File: config.mk
export PLATFORM = sky130hd
export DESIGN_NAME = rf_write_port_arbiter_flat
export DESIGN_NICKNAME = d
export VERILOG_FILES = /design/src/rtl/rf_write_port_arbiter_if.sv /design/src/rtl/rf_write_port_arbiter.sv /design/src/flat_wrapper.sv
export SDC_FILE = /design/constraint.sdc
export NUM_CORES = 1
export LEC_CHECK = 0
export CORE_MARGIN = 10
export CORE_UTILIZATION = 40
export DETAILED_ROUTE_END_ITERATION = 8
export PLACE_DENSITY = 0.75
export SETUP_SLACK_MARGIN = 0.3
export SKIP_CTS_REPAIR_TIMING = 1
export SLEW_MARGIN = 20
export SYNTH_ARGS = -nofsm -noshare
export SYNTH_HDL_FRONTEND = slang
export SYNTH_SLANG_ARGS = --single-unit
export TNS_END_PERCENT = 20
File: constraint.sdc
create_clock -name clk -period 1.94 [get_ports clk]
set_input_delay 0.388 -clock clk [delete_from_list [all_inputs] [get_ports clk]]
set_output_delay 0.388 -clock clk [all_outputs]
set_load 0.01 [all_outputs]
File: src/rtl/rf_write_port_arbiter_if.sv
// Bundle between writeback/LLU/decode and the register-file write port arbiter.
interface rf_write_port_arbiter_if;
  logic        wb_we;
  logic [4:0]  wb_addr;
  logic [31:0] wb_data;
  logic        llu_valid;
  logic [4:0]  llu_addr;
  logic [31:0] llu_data;
  logic        llu_ready;
  logic        issue_valid;
  logic [4:0]  issue_addr;
  logic [4:0]  rs_addr;
  logic [4:0]  rt_addr;
  logic        hazard;
  logic        pipe_stall;
  logic        rf_we;
  logic [4:0]  rf_addr;
  logic [31:0] rf_data;

  modport master (
    output wb_we, wb_addr, wb_data, llu_valid, llu_addr, llu_data,
           issue_valid, issue_addr, rs_addr, rt_addr,
    input  llu_ready, hazard, pipe_stall, rf_we, rf_addr, rf_data
  );

  modport slave (
    input  wb_we, wb_addr, wb_data, llu_valid, llu_addr, llu_data,
           issue_valid, issue_addr, rs_addr, rt_addr,
    output llu_ready, hazard, pipe_stall, rf_we, rf_addr, rf_data
  );
endinterface

File: src/rtl/rf_write_port_arbiter.sv
// Register-file write port arbiter: writeback stage vs long-latency unit.
// Tracks pending LLU destinations in a 32-bit scoreboard and flags RAW/WAW
// hazards to decode. Optional feature macro RF_ARB_STARVE_GUARD_EN adds a
// starvation counter that forces a one-cycle LLU grant while stalling the
// pipeline; without it WB has strict priority and pipe_stall is tied low.
module rf_write_port_arbiter #(
  parameter int STARVE_LIMIT = 4,
  parameter int CNT_W        = 4
) (
  input logic                   clk,
  input logic                   rst,
  rf_write_port_arbiter_if.slave bus
);

  localparam logic [0:0] ST_ARB   = 1'b0;
  localparam logic [0:0] ST_FORCE = 1'b1;

  logic        wb_req;
  logic        grant_wb;
  logic        grant_llu;
  logic [31:0] busy;
  logic [31:0] busy_nxt;
  logic        rf_we_q;
  logic [4:0]  rf_addr_q;
  logic [31:0] rf_data_q;

  // Register 0 is never a real destination, so a write to it is no request.
  assign wb_req = bus.wb_we & (bus.wb_addr != 5'd0);

`ifdef RF_ARB_STARVE_GUARD_EN
  logic [0:0]       state;
  logic [0:0]       state_nxt;
  logic [CNT_W-1:0] starve_cnt;
  logic [CNT_W-1:0] cnt_nxt;

  // Grant selection: FORCE serves only the LLU, ARB prefers WB.
  always_comb begin
    grant_wb  = 1'b0;
    grant_llu = 1'b0;
    if (!rst) begin
      if (state == ST_FORCE) grant_llu = bus.llu_valid;
      else if (wb_req)       grant_wb  = 1'b1;
      else                   grant_llu = bus.llu_valid;
    end
  end

  // Count consecutive denied LLU cycles; hitting the limit schedules FORCE.
  always_comb begin
    state_nxt = ST_ARB;
    cnt_nxt   = '0;
    if (state == ST_ARB && bus.llu_valid && !grant_llu) begin
      if (starve_cnt == CNT_W'(STARVE_LIMIT - 1)) state_nxt = ST_FORCE;
      else                                        cnt_nxt   = starve_cnt + 1'b1;
    end
  end

  // FSM and starvation counter state.
  always_ff @(posedge clk) begin
    if (rst) begin
      state      <= ST_ARB;
      starve_cnt <= '0;
    end else begin
      state      <= state_nxt;
      starve_cnt <= cnt_nxt;
    end
  end

  assign bus.pipe_stall = !rst && (state == ST_FORCE);
`else
  // Strict WB priority; the LLU only gets idle write-port cycles.
  always_comb begin
    grant_wb  = !rst & wb_req;
    grant_llu = !rst & !wb_req & bus.llu_valid;
  end

  assign bus.pipe_stall = 1'b0;
`endif

  assign bus.llu_ready = grant_llu;

  // Scoreboard next value: clear on LLU grant, then set on issue so set wins.
  always_comb begin
    busy_nxt = busy;
    if (grant_llu) busy_nxt[bus.llu_addr] = 1'b0;
    if (bus.issue_valid && bus.issue_addr != 5'd0) busy_nxt[bus.issue_addr] = 1'b1;
    busy_nxt[0] = 1'b0;
  end

  // Scoreboard register.
  always_ff @(posedge clk) begin
    if (rst) busy <= '0;
    else     busy <= busy_nxt;
  end

  // Hazard looks at registered busy bits only, so a write granted this
  // cycle still stalls decode until the following cycle.
  assign bus.hazard = !rst & (busy[bus.rs_addr] | busy[bus.rt_addr] |
                              (bus.issue_valid & busy[bus.issue_addr]));

  // Write port register: one-cycle latency, address/data hold when idle.
  always_ff @(posedge clk) begin
    if (rst) begin
      rf_we_q   <= 1'b0;
      rf_addr_q <= 5'd0;
      rf_data_q <= 32'd0;
    end else if (grant_wb) begin
      rf_we_q   <= 1'b1;
      rf_addr_q <= bus.wb_addr;
      rf_data_q <= bus.wb_data;
    end else if (grant_llu && bus.llu_addr != 5'd0) begin
      rf_we_q   <= 1'b1;
      rf_addr_q <= bus.llu_addr;
      rf_data_q <= bus.llu_data;
    end else begin
      rf_we_q   <= 1'b0;
    end
  end

  assign bus.rf_we   = rf_we_q;
  assign bus.rf_addr = rf_addr_q;
  assign bus.rf_data = rf_data_q;

endmodule

File: src/flat_wrapper.sv
// flat-port wrapper written by rule: the top's interface ports become plain ports
module rf_write_port_arbiter_flat 
#(
  parameter int STARVE_LIMIT = 4,
  parameter int CNT_W        = 4
)
  (clk, rst, bus_wb_we, bus_wb_addr, bus_wb_data, bus_llu_valid, bus_llu_addr, bus_llu_data, bus_issue_valid, bus_issue_addr, bus_rs_addr, bus_rt_addr, bus_llu_ready, bus_hazard, bus_pipe_stall, bus_rf_we, bus_rf_addr, bus_rf_data);
  rf_write_port_arbiter_if bus_i ();
  input logic clk;
  input logic rst;
  input wire logic [$bits(bus_i.wb_we)-1:0] bus_wb_we;
  input wire logic [$bits(bus_i.wb_addr)-1:0] bus_wb_addr;
  input wire logic [$bits(bus_i.wb_data)-1:0] bus_wb_data;
  input wire logic [$bits(bus_i.llu_valid)-1:0] bus_llu_valid;
  input wire logic [$bits(bus_i.llu_addr)-1:0] bus_llu_addr;
  input wire logic [$bits(bus_i.llu_data)-1:0] bus_llu_data;
  input wire logic [$bits(bus_i.issue_valid)-1:0] bus_issue_valid;
  input wire logic [$bits(bus_i.issue_addr)-1:0] bus_issue_addr;
  input wire logic [$bits(bus_i.rs_addr)-1:0] bus_rs_addr;
  input wire logic [$bits(bus_i.rt_addr)-1:0] bus_rt_addr;
  output wire logic [$bits(bus_i.llu_ready)-1:0] bus_llu_ready;
  output wire logic [$bits(bus_i.hazard)-1:0] bus_hazard;
  output wire logic [$bits(bus_i.pipe_stall)-1:0] bus_pipe_stall;
  output wire logic [$bits(bus_i.rf_we)-1:0] bus_rf_we;
  output wire logic [$bits(bus_i.rf_addr)-1:0] bus_rf_addr;
  output wire logic [$bits(bus_i.rf_data)-1:0] bus_rf_data;
  assign bus_i.wb_we = bus_wb_we;
  assign bus_i.wb_addr = bus_wb_addr;
  assign bus_i.wb_data = bus_wb_data;
  assign bus_i.llu_valid = bus_llu_valid;
  assign bus_i.llu_addr = bus_llu_addr;
  assign bus_i.llu_data = bus_llu_data;
  assign bus_i.issue_valid = bus_issue_valid;
  assign bus_i.issue_addr = bus_issue_addr;
  assign bus_i.rs_addr = bus_rs_addr;
  assign bus_i.rt_addr = bus_rt_addr;
  assign bus_llu_ready = bus_i.llu_ready;
  assign bus_hazard = bus_i.hazard;
  assign bus_pipe_stall = bus_i.pipe_stall;
  assign bus_rf_we = bus_i.rf_we;
  assign bus_rf_addr = bus_i.rf_addr;
  assign bus_rf_data = bus_i.rf_data;
  rf_write_port_arbiter #(.STARVE_LIMIT(STARVE_LIMIT), .CNT_W(CNT_W)) u_core (.clk(clk), .rst(rst), .bus(bus_i));
endmodule
* Yosys cells after proc, flatten, opt, wreduce, memory -nomap -nowiden
Index checks and enable logic that the tools add are counted.
Word-level totals: bits in registers 70, output and inout port bits 41, logic and storage cells 50
Operators by class: bitwise gates (word level) 11, multiplexer cells 18, reduce and logical (&&, ||, !) cells 10, magnitude comparators 6
Operators by type and width (number):
- $mux 32 | 4
- $and 32x32->32 | 1
- $not 32->32 | 1
- $or 32x32->32 | 1
- $lt 5x6->1 const B | 4
- $bmux 1 s5 | 3
- $reduce_bool 5->1 | 3
- $demux 1 s5 | 2
- $ge 5x1->1 const B | 2
- $mux 5 | 2
- $mux 1 | 7
- $and 1x1->1 | 6
- $logic_and 1x1->1 | 4
- $logic_not 1->1 | 2
- $or 1x1->1 | 2
- $reduce_bool 2->1 | 1

* Logic depth before layout (Yosys ltp)
Gate-level depths: netlist (run 1).
word-level depth 9, depth in mapped cells 7

* Worst setup path before layout (run 1)
Ideal clock, no wire load.
path kind input to output, start input port bus_rs_addr[2], end output port bus_hazard, stages 5, data required time 1.552 ns, data arrival time 1.722 ns, path slack -0.170 ns, path through buf_2 -> mux4_2 -> mux2_2 -> a31oi_1 -> a41oi_1
On the way: word-level cells in the longest chain between the ends 5
RTL lines:
- start, declared | RTL line flat_wrapper.sv:19 | input wire logic [$bits(bus_i.rs_addr)-1:0] bus_rs_addr;
- $bmux 1 s5 | RTL line rf_write_port_arbiter.sv:97 | assign bus.hazard = !rst & (busy[bus.rs_addr] | busy[bus.rt_addr] |
- $mux 1 (implied by the code) | RTL line rf_write_port_arbiter.sv:97
- $or 1x1->1 (2 in a row) | RTL line rf_write_port_arbiter.sv:97
- $and 1x1->1 | RTL line rf_write_port_arbiter.sv:97
- end, declared | RTL line flat_wrapper.sv:22 | output wire logic [$bits(bus_i.hazard)-1:0] bus_hazard;
No other way between the ends. The select of a mux whose other input is x is not followed.

* Final worst setup path (run 1)
start register u_core.busy[31], end output port bus_hazard
On the way: word-level cells in the longest chain between the ends 5, elaborated cells between the ends (all ways) 10
RTL lines:
- start, declared | RTL line rf_write_port_arbiter.sv:21 | logic [31:0] busy;
- start signal, assigned | RTL line rf_write_port_arbiter.sv:92 | else busy <= busy_nxt;
- $bmux 1 s5 (on tied branches) | RTL line rf_write_port_arbiter.sv:97, rf_write_port_arbiter.sv:98
- $mux 1 (on tied branches) | RTL line rf_write_port_arbiter.sv:97, rf_write_port_arbiter.sv:98
- $or 1x1->1 / $and 1x1->1 (equally long branches) | RTL line rf_write_port_arbiter.sv:97, rf_write_port_arbiter.sv:98
- $or 1x1->1 (*) | RTL line rf_write_port_arbiter.sv:97
- $and 1x1->1 (*) | RTL line rf_write_port_arbiter.sv:97
Every way passes the cells marked *; elsewhere a longest branch is shown, timed or not. The select of a mux whose other input is x is not followed.

==> impl_metrics.yaml, run 1 <==
cells_and_area:
  nets: 707
  final-instance-count-excl-fill: 750
  final_common_cell: "clkdlybuf4s50_1"
  finish.utilization_pct: 77.02
  drive_gt1_share_pct: 42.23
  area_growth_syn_to_layout_pct: 85.29
  final_cell_mix: "clkdlybuf4s50_1 (74), dfxtp_1 (66), buf_4 (55), dlymetal6s2s_1 (52), nand2_1 (42)"
  fin_area_um2: 7184
  fill_cells: 535
worst_setup_path:
  critical_path.endpoint_type: "output pin"
  rrSetupSlack_ns: 0.96
  required_ns: 1.55
  startpoint_type: "flop"
  crit_chain: "mux4_2 -> mux2i_1 -> nor2_1 -> o41ai_2 -> a41oi_2 -> buf_2"
  cpPeakStageDelay_ns: 0.47
  r2r_end: "u_core.bus.rf_data[23]$_SDFFE_PP0P_"
  r2r_start: "u_core.bus.rf_data[23]$_SDFFE_PP0P_"
  r2r_cells: 2
  worstPathArrival_ns: 2.14
  critPathMaxFanout: 4
  worst_path_max_delay_cell: "mux4_2"
  critical_path_class: "flop to output pin"
grt:
  grt_antenna_before_repair: 3
  grt_start_max_net_pins: 41
  first_global_vias: 4061
  grt_pass1_wl_um: 21660
  grt_usage_pct: 18.80
  grt-ovfl-total: 0
power:
  vdd_drop_max_v: 0.0003875
  total_leakage_power_nw: 3.156
  power.density_nw_per_um2: 562.2
route:
  avgRoutedWirePerCell_um: 24.39
  drc: 0
  drtIter0Drc: 337
  wl_um: 18290
  drtPass1Iterations: 5
  num_vias: 4422
  drt.antenna.violating_nets: 0
  vias_per_cell: 5.896
clock_tree:
  numCtsBuffers: 9
  clk_pin_slew_ns: 0.09
  cts_tree: "built"
  cts_root_buffer: "clkbuf_8"
  cts_max_path_buffers: 2
  clock_latency_ns: 0.37
  htree_num_levels: 3
  cts.sinks: 69
logic_synthesis:
  ys_seq_area_share_pct: 35.62
  async_flop_share_pct: 0
  synth_edf_count: 0
  ys.flop_type: "dfxtp_1"
  synth-warning-count: 0
  synth.avg_cell_area_um2: 9.298
  synthesis.nets: 511
  ys_types: 41
  syn_area_um2: 3877
  synth_cells: 417
  ys_ff_latch: 69
sta:
  rsz0062_at_grt: "true"
  finalCritPeriodShare_pct: 130.4
  holdWs_ns: 0.2854
  worst_pin_slew_ns: 0.5664
  period_needed_ns: 2.531
  max_freq_ghz: 0.3952
  setup_slack_ns: -0.5906
  slew_viol_final: 0
  slew_headroom_pct: 62.24
  timing.final.hold_violations: 0
  fin_worst_skew_ns: 0
  setup_viol: 1
die:
  rows: 35
  core_um2: 9328
  dieArea_um2: 14030
  initial_core_util_pct: 41.57
  io_pins: 135
  fp.dieW_um: 118.5
  die_h_um: 118.5
min_path:
  hp-start: "bus_wb_addr[1]"
  hold_path_class: "primary input to flop"
  holdPathStages: 3
  holdPathEnd: "u_core.bus.rf_addr[1]$_SDFFE_PP0P_"
placement:
  hpwlAfterDp_um: 10860
  dp.cells: 702
  finalWeightedCongestion: 1.081
  place_area_um2: 5665
  io_buffers: 133
flow_run:
  maxCapViolCount: 0
run_status:
  status: "complete, but fails checks"
  violations: "negative setup slack"
final cells by class:
class / instances / area, um2 / area share [%]
antenna: 3 / 7.507 / 0.1045
clock buffer: 10 / 137.6 / 1.916
clock inverter: 6 / 86.33 / 1.202
inverter: 3 / 11.26 / 0.1567
multi-input combinational: 309 / 2964 / 41.26
sequential: 69 / 1385 / 19.28
tap: 129 / 161.4 / 2.247
timing repair buffer: 221 / 2431 / 33.84
kinds of logic (layout without fill, tap and decap cells):
logic type	after synthesis	in the layout	share of synthesized area (%)
AOI/OAI and AO/OA	112	112	19.23
buffers and inverters	39	240	5.615
DFF	69	69	35.62
muxes	67	67	23.85
other	1	4	0.09671
and+or+nand+nor	129	129	15.59
critical path, delay by kind of cell (launching register included):
| family | cells | cell delay, ns |
|---|---|---|
| simple gates | 1 | 0.07 |
| mux | 2 | 0.64 |
| buf+inv | 1 | 0.17 |
| compound gates | 2 | 0.54 |
| flops | 1 | 0.36 |
where the power goes:
group	switching [mW]	internal (mW)	leakage, nW
Clock	0.615	0.757	0.112
Sequential	0.0555	1.49	0.567
Combinational	0.510	0.612	2.48
Total	1.18	2.86	3.16
synth_stat cells (2+ instances only):
| master | number | share of area (%) |
|---|---|---|
| nand4_1 | 2 | 0.32 |
| a221oi_1 | 2 | 0.45 |
| a211oi_1 | 27 | 5.2 |
| and2_1 | 2 | 0.32 |
| nor2b_1 | 6 | 0.97 |
| dfxtp_1 | 69 | 36 |
| inv_1 | 3 | 0.29 |
| nand2b_1 | 2 | 0.32 |
| mux4_2 | 20 | 12 |
| buf_2 | 12 | 1.5 |
| nand3b_1 | 4 | 0.77 |
| buf_6 | 7 | 2.0 |
| clkbuf_1 | 16 | 1.5 |
| nand2_1 | 42 | 4.1 |
| nor3_1 | 3 | 0.39 |
| mux2_2 | 2 | 0.58 |
| a211oi_2 | 10 | 3.2 |
| mux2i_1 | 44 | 11 |
| o21ai_0 | 32 | 4.1 |
| nand4b_1 | 4 | 0.90 |
| nor4_1 | 2 | 0.32 |
| a21oi_1 | 33 | 4.3 |
| nor2_1 | 49 | 4.7 |
| nor3b_1 | 3 | 0.58 |
| nand3_1 | 5 | 0.65 |
through the flow:
stage | power, mW | setup WS (ns) | TNS [ns]
after floorplan | 1.918 | -0.1396 | -0.1396
final | 4.039 | -0.5906 | -0.5906
after global placement | 2.369 | -1.265 | -28.78
after CTS | 3.686 | -1.333 | -7.282
after detailed placement | 2.387 | -1.337 | -31.74
after global routing | 4.157 | -0.6202 | -0.6202
how the worst max path moves through the flow:
stage / startpoint / slack [ns] / end
after global routing: u_core.busy[31]$_SDFF_PP0_ / -0.62 / bus_hazard
after floorplan: bus_issue_addr[0] / -0.14 / bus_hazard
after global placement: bus_issue_addr[0] / -1.27 / bus_hazard
after CTS: bus_issue_addr[0] / -1.33 / bus_hazard
after detailed placement: bus_issue_addr[0] / -1.34 / bus_hazard
final: u_core.busy[31]$_SDFF_PP0_ / -0.59 / bus_hazard
flip-flops by register name, summed over array words and instances (netlist names):
name	flops
u_core.bus.rf_addr	5
u_core.bus.rf_data	32
u_core.bus.rf_we	1
u_core.busy	31
per-layer routing:
layer / share of wire, % / GRT usage [%] / up-vias / wire length, um
met4: 3.8 / 7.405 / 0 / 695
met5: 0 / 0 / - / 0
met3: 12 / 10.19 / 67 / 2270
met2: 49 / 30.18 / 305 / 8954
li1: - / - / 1936 / -
met1: 35 / 20.42 / 2114 / 6373
Note: power is estimated with default switching activity, not from simulation.
==> run 2, diff against run 1 <==
--- a/config.mk
+++ b/config.mk
@@ -8,7 +8,7 @@
 export CORE_MARGIN = 10
 export CORE_UTILIZATION = 40
 export DETAILED_ROUTE_END_ITERATION = 8
-export PLACE_DENSITY = 0.75
+export PLACE_DENSITY = 0.76
 export SETUP_SLACK_MARGIN = 0.3
 export SKIP_CTS_REPAIR_TIMING = 1
 export SLEW_MARGIN = 20
==> run 2 against run 1 <==
Effect of this change:
- the flow still finishes with violations (negative setup slack)
- die area is the same
- core utilization shrank 0.40 points
- global-route usage grew 0.20 points
- combinational power is essentially flat
- maximum frequency grew 1.8%
- count of clock-buffer cells in the layout grew 1
- wire length grew 0.14%
- cell area shrank 0.52%
- power grew 3.6%
- sequential share of layout area grew 0.12 points
==> impl_metrics.yaml, run 2 (synthesis gave the netlist of run 1 again) <==
worst_setup_path:
  rrSetupSlack_ns: 1.01
  critPathMaxFanout: 2
  cpPeakStageDelay_ns: 0.48
  startpoint_type: "flop"
  critical_path.endpoint_type: "output pin"
  critical_path_class: "flop to output pin"
  required_ns: 1.55
  worst_path_max_delay_cell: "mux4_2"
  worstSetupStartpoint: "u_core.busy[15]$_SDFF_PP0_"
  r2r_start: "u_core.bus.rf_data[13]$_SDFFE_PP0P_"
  crit_chain: "mux4_2 -> a32oi_2 -> nor2b_1 -> o41ai_2 -> a41oi_1 -> buf_2"
  critical_path.endpoint: "bus_hazard"
  r2r_cells: 2
  worstPathArrival_ns: 2.10
  r2r_end: "u_core.bus.rf_data[13]$_SDFFE_PP0P_"
cells_and_area:
  largest_reg_flops: 32
  area_growth_syn_to_layout_pct: 84.32
  final_common_cell: "clkdlybuf4s50_1"
  finish.utilization_pct: 76.62
  drive_gt1_share_pct: 42.16
  nets: 720
  final_cell_mix: "clkdlybuf4s50_1 (78), dfxtp_1 (65), buf_4 (60), dlymetal6s2s_1 (48), nand2_1 (42)"
grt:
  grt.busiest_layer: "met2"
  grt_usage_pct: 19.00
  grt-ovfl-total: 0
  grt_antenna_before_repair: 2
  globalRouteMet1Util_pct: 20.32
  grt_start_max_net_pins: 41
  first_global_vias: 4159
  use_met3_pct: 9.376
  use_met2_pct: 31.88
  grt_pass1_wl_um: 21760
placement:
  io_buffers: 133
  finalWeightedCongestion: 0.9592
  place_ws_ns: -1.370
  hpwlAfterDp_um: 11280
route:
  drtPass1Iterations: 5
  drc: 0
  drtIter0Drc: 267
  avgRoutedWirePerCell_um: 24.04
  wl_um: 18320
  drt.antenna.violating_nets: 0
  num_vias: 4423
  vias_per_cell: 5.804
run_status:
  violations: "negative setup slack"
  status: "complete, but fails checks"
die:
  rows: 35
  io_pins: 135
  die_h_um: 118.5
  initial_core_util_pct: 41.57
  core_um2: 9328
  dieArea_um2: 14030
  fp.dieW_um: 118.5
sta:
  timing.final.hold_violations: 0
  max_freq_ghz: 0.4021
  holdWs_ns: 0.2944
  fin_worst_skew_ns: 0
  setup_viol: 1
  slew_viol_final: 0
  rsz0062_at_grt: "true"
  finalCritPeriodShare_pct: 128.2
  setup_slack_ns: -0.5468
  period_needed_ns: 2.487
clock_tree:
  htree_num_levels: 3
  cts.sinks: 69
  cts_root_buffer: "clkbuf_8"
  clock_latency_ns: 0.36
  cts_tree: "built"
  cts_max_path_buffers: 2
  clk_pin_slew_ns: 0.09
  numCtsBuffers: 9
flow_run:
  maxCapViolCount: 0
min_path:
  hold_path_class: "primary input to flop"
  hp-start: "bus_wb_addr[0]"
power:
  fin_total_pwr_mw: 4.186
  power.density_nw_per_um2: 585.7
  total_leakage_power_nw: 3.198
  vdd_drop_max_v: 0.0005075
-- run 2: cell types whose count changed in the layout (fill, tap and decap cells not counted), sizes merged --
cell / before / now
buf: 85 / 97
dlymetal6s2s: 52 / 48
clkbuf: 20 / 22
clkdlybuf4s50: 74 / 78
diode: 3 / 2
clkinv: 3 / 1
bufinv: 2 / 3
-- run 2: worst max-delay path, delay by kind of cell (launching register included) --
family	cells	cell delay, ns
mux	1	0.48
simple gates	1	0.08
buf+inv	1	0.17
compound gates	3	0.66
flops	1	0.34
-- run 2: layout make-up --
| class | count | area (um2) |
|---|---|---|
| multi-input cells | 309 | 2768 |
| repair buffers | 234 | 2557 |
| fillers | 551 | 2181 |
| flip-flops and latches | 69 | 1386 |
| well taps | 129 | 161.4 |
| clock buffers | 11 | 151.4 |
| clock inverters | 5 | 106.4 |
| inverters | 3 | 11.26 |
| diodes | 2 | 5.005 |
-- run 2: stage by stage --
step / TNS (ns) / area (um2) / cells
4_1_cts: -7.012 / 6033 / 736
3_5_place_dp: -29.62 / 5776 / 720
6_report: -0.5468 / 7147 / 762
3_3_place_gp: -27.76 / 5776 / 720
5_1_grt: -0.6213 / 7147 / 762
2_1_floorplan: -0.1396 / 3915 / 417
-- run 2: worst min path at each step --
stage	to	depth (start not counted)
after floorplan	u_core.busy[26]$_SDFF_PP0_	2
final	u_core.bus.rf_addr[0]$_SDFFE_PP0P_	3
after CTS	u_core.busy[9]$_SDFF_PP0_	2
after detailed placement	u_core.busy[9]$_SDFF_PP0_	2
after global routing	u_core.bus.rf_addr[0]$_SDFFE_PP0P_	3
after global placement	u_core.busy[9]$_SDFF_PP0_	2
-- run 2: power breakdown --
| part | leakage [nW] | internal (mW) | switching (mW) | total, mW |
|---|---|---|---|---|
| Sequential | 0.567 | 1.49 | 0.0517 | 1.54 |
| Clock | 0.126 | 0.927 | 0.626 | 1.55 |
| Combinational | 2.50 | 0.607 | 0.484 | 1.09 |
| Total | 3.20 | 3.02 | 1.16 | 4.19 |
-- run 2: per-layer routing --
metal / vias up / wire (um)
met2: 261 / 9207
met5: - / 0
met4: 0 / 740
li1: 1964 / -
met1: 2143 / 6538
met3: 55 / 1832
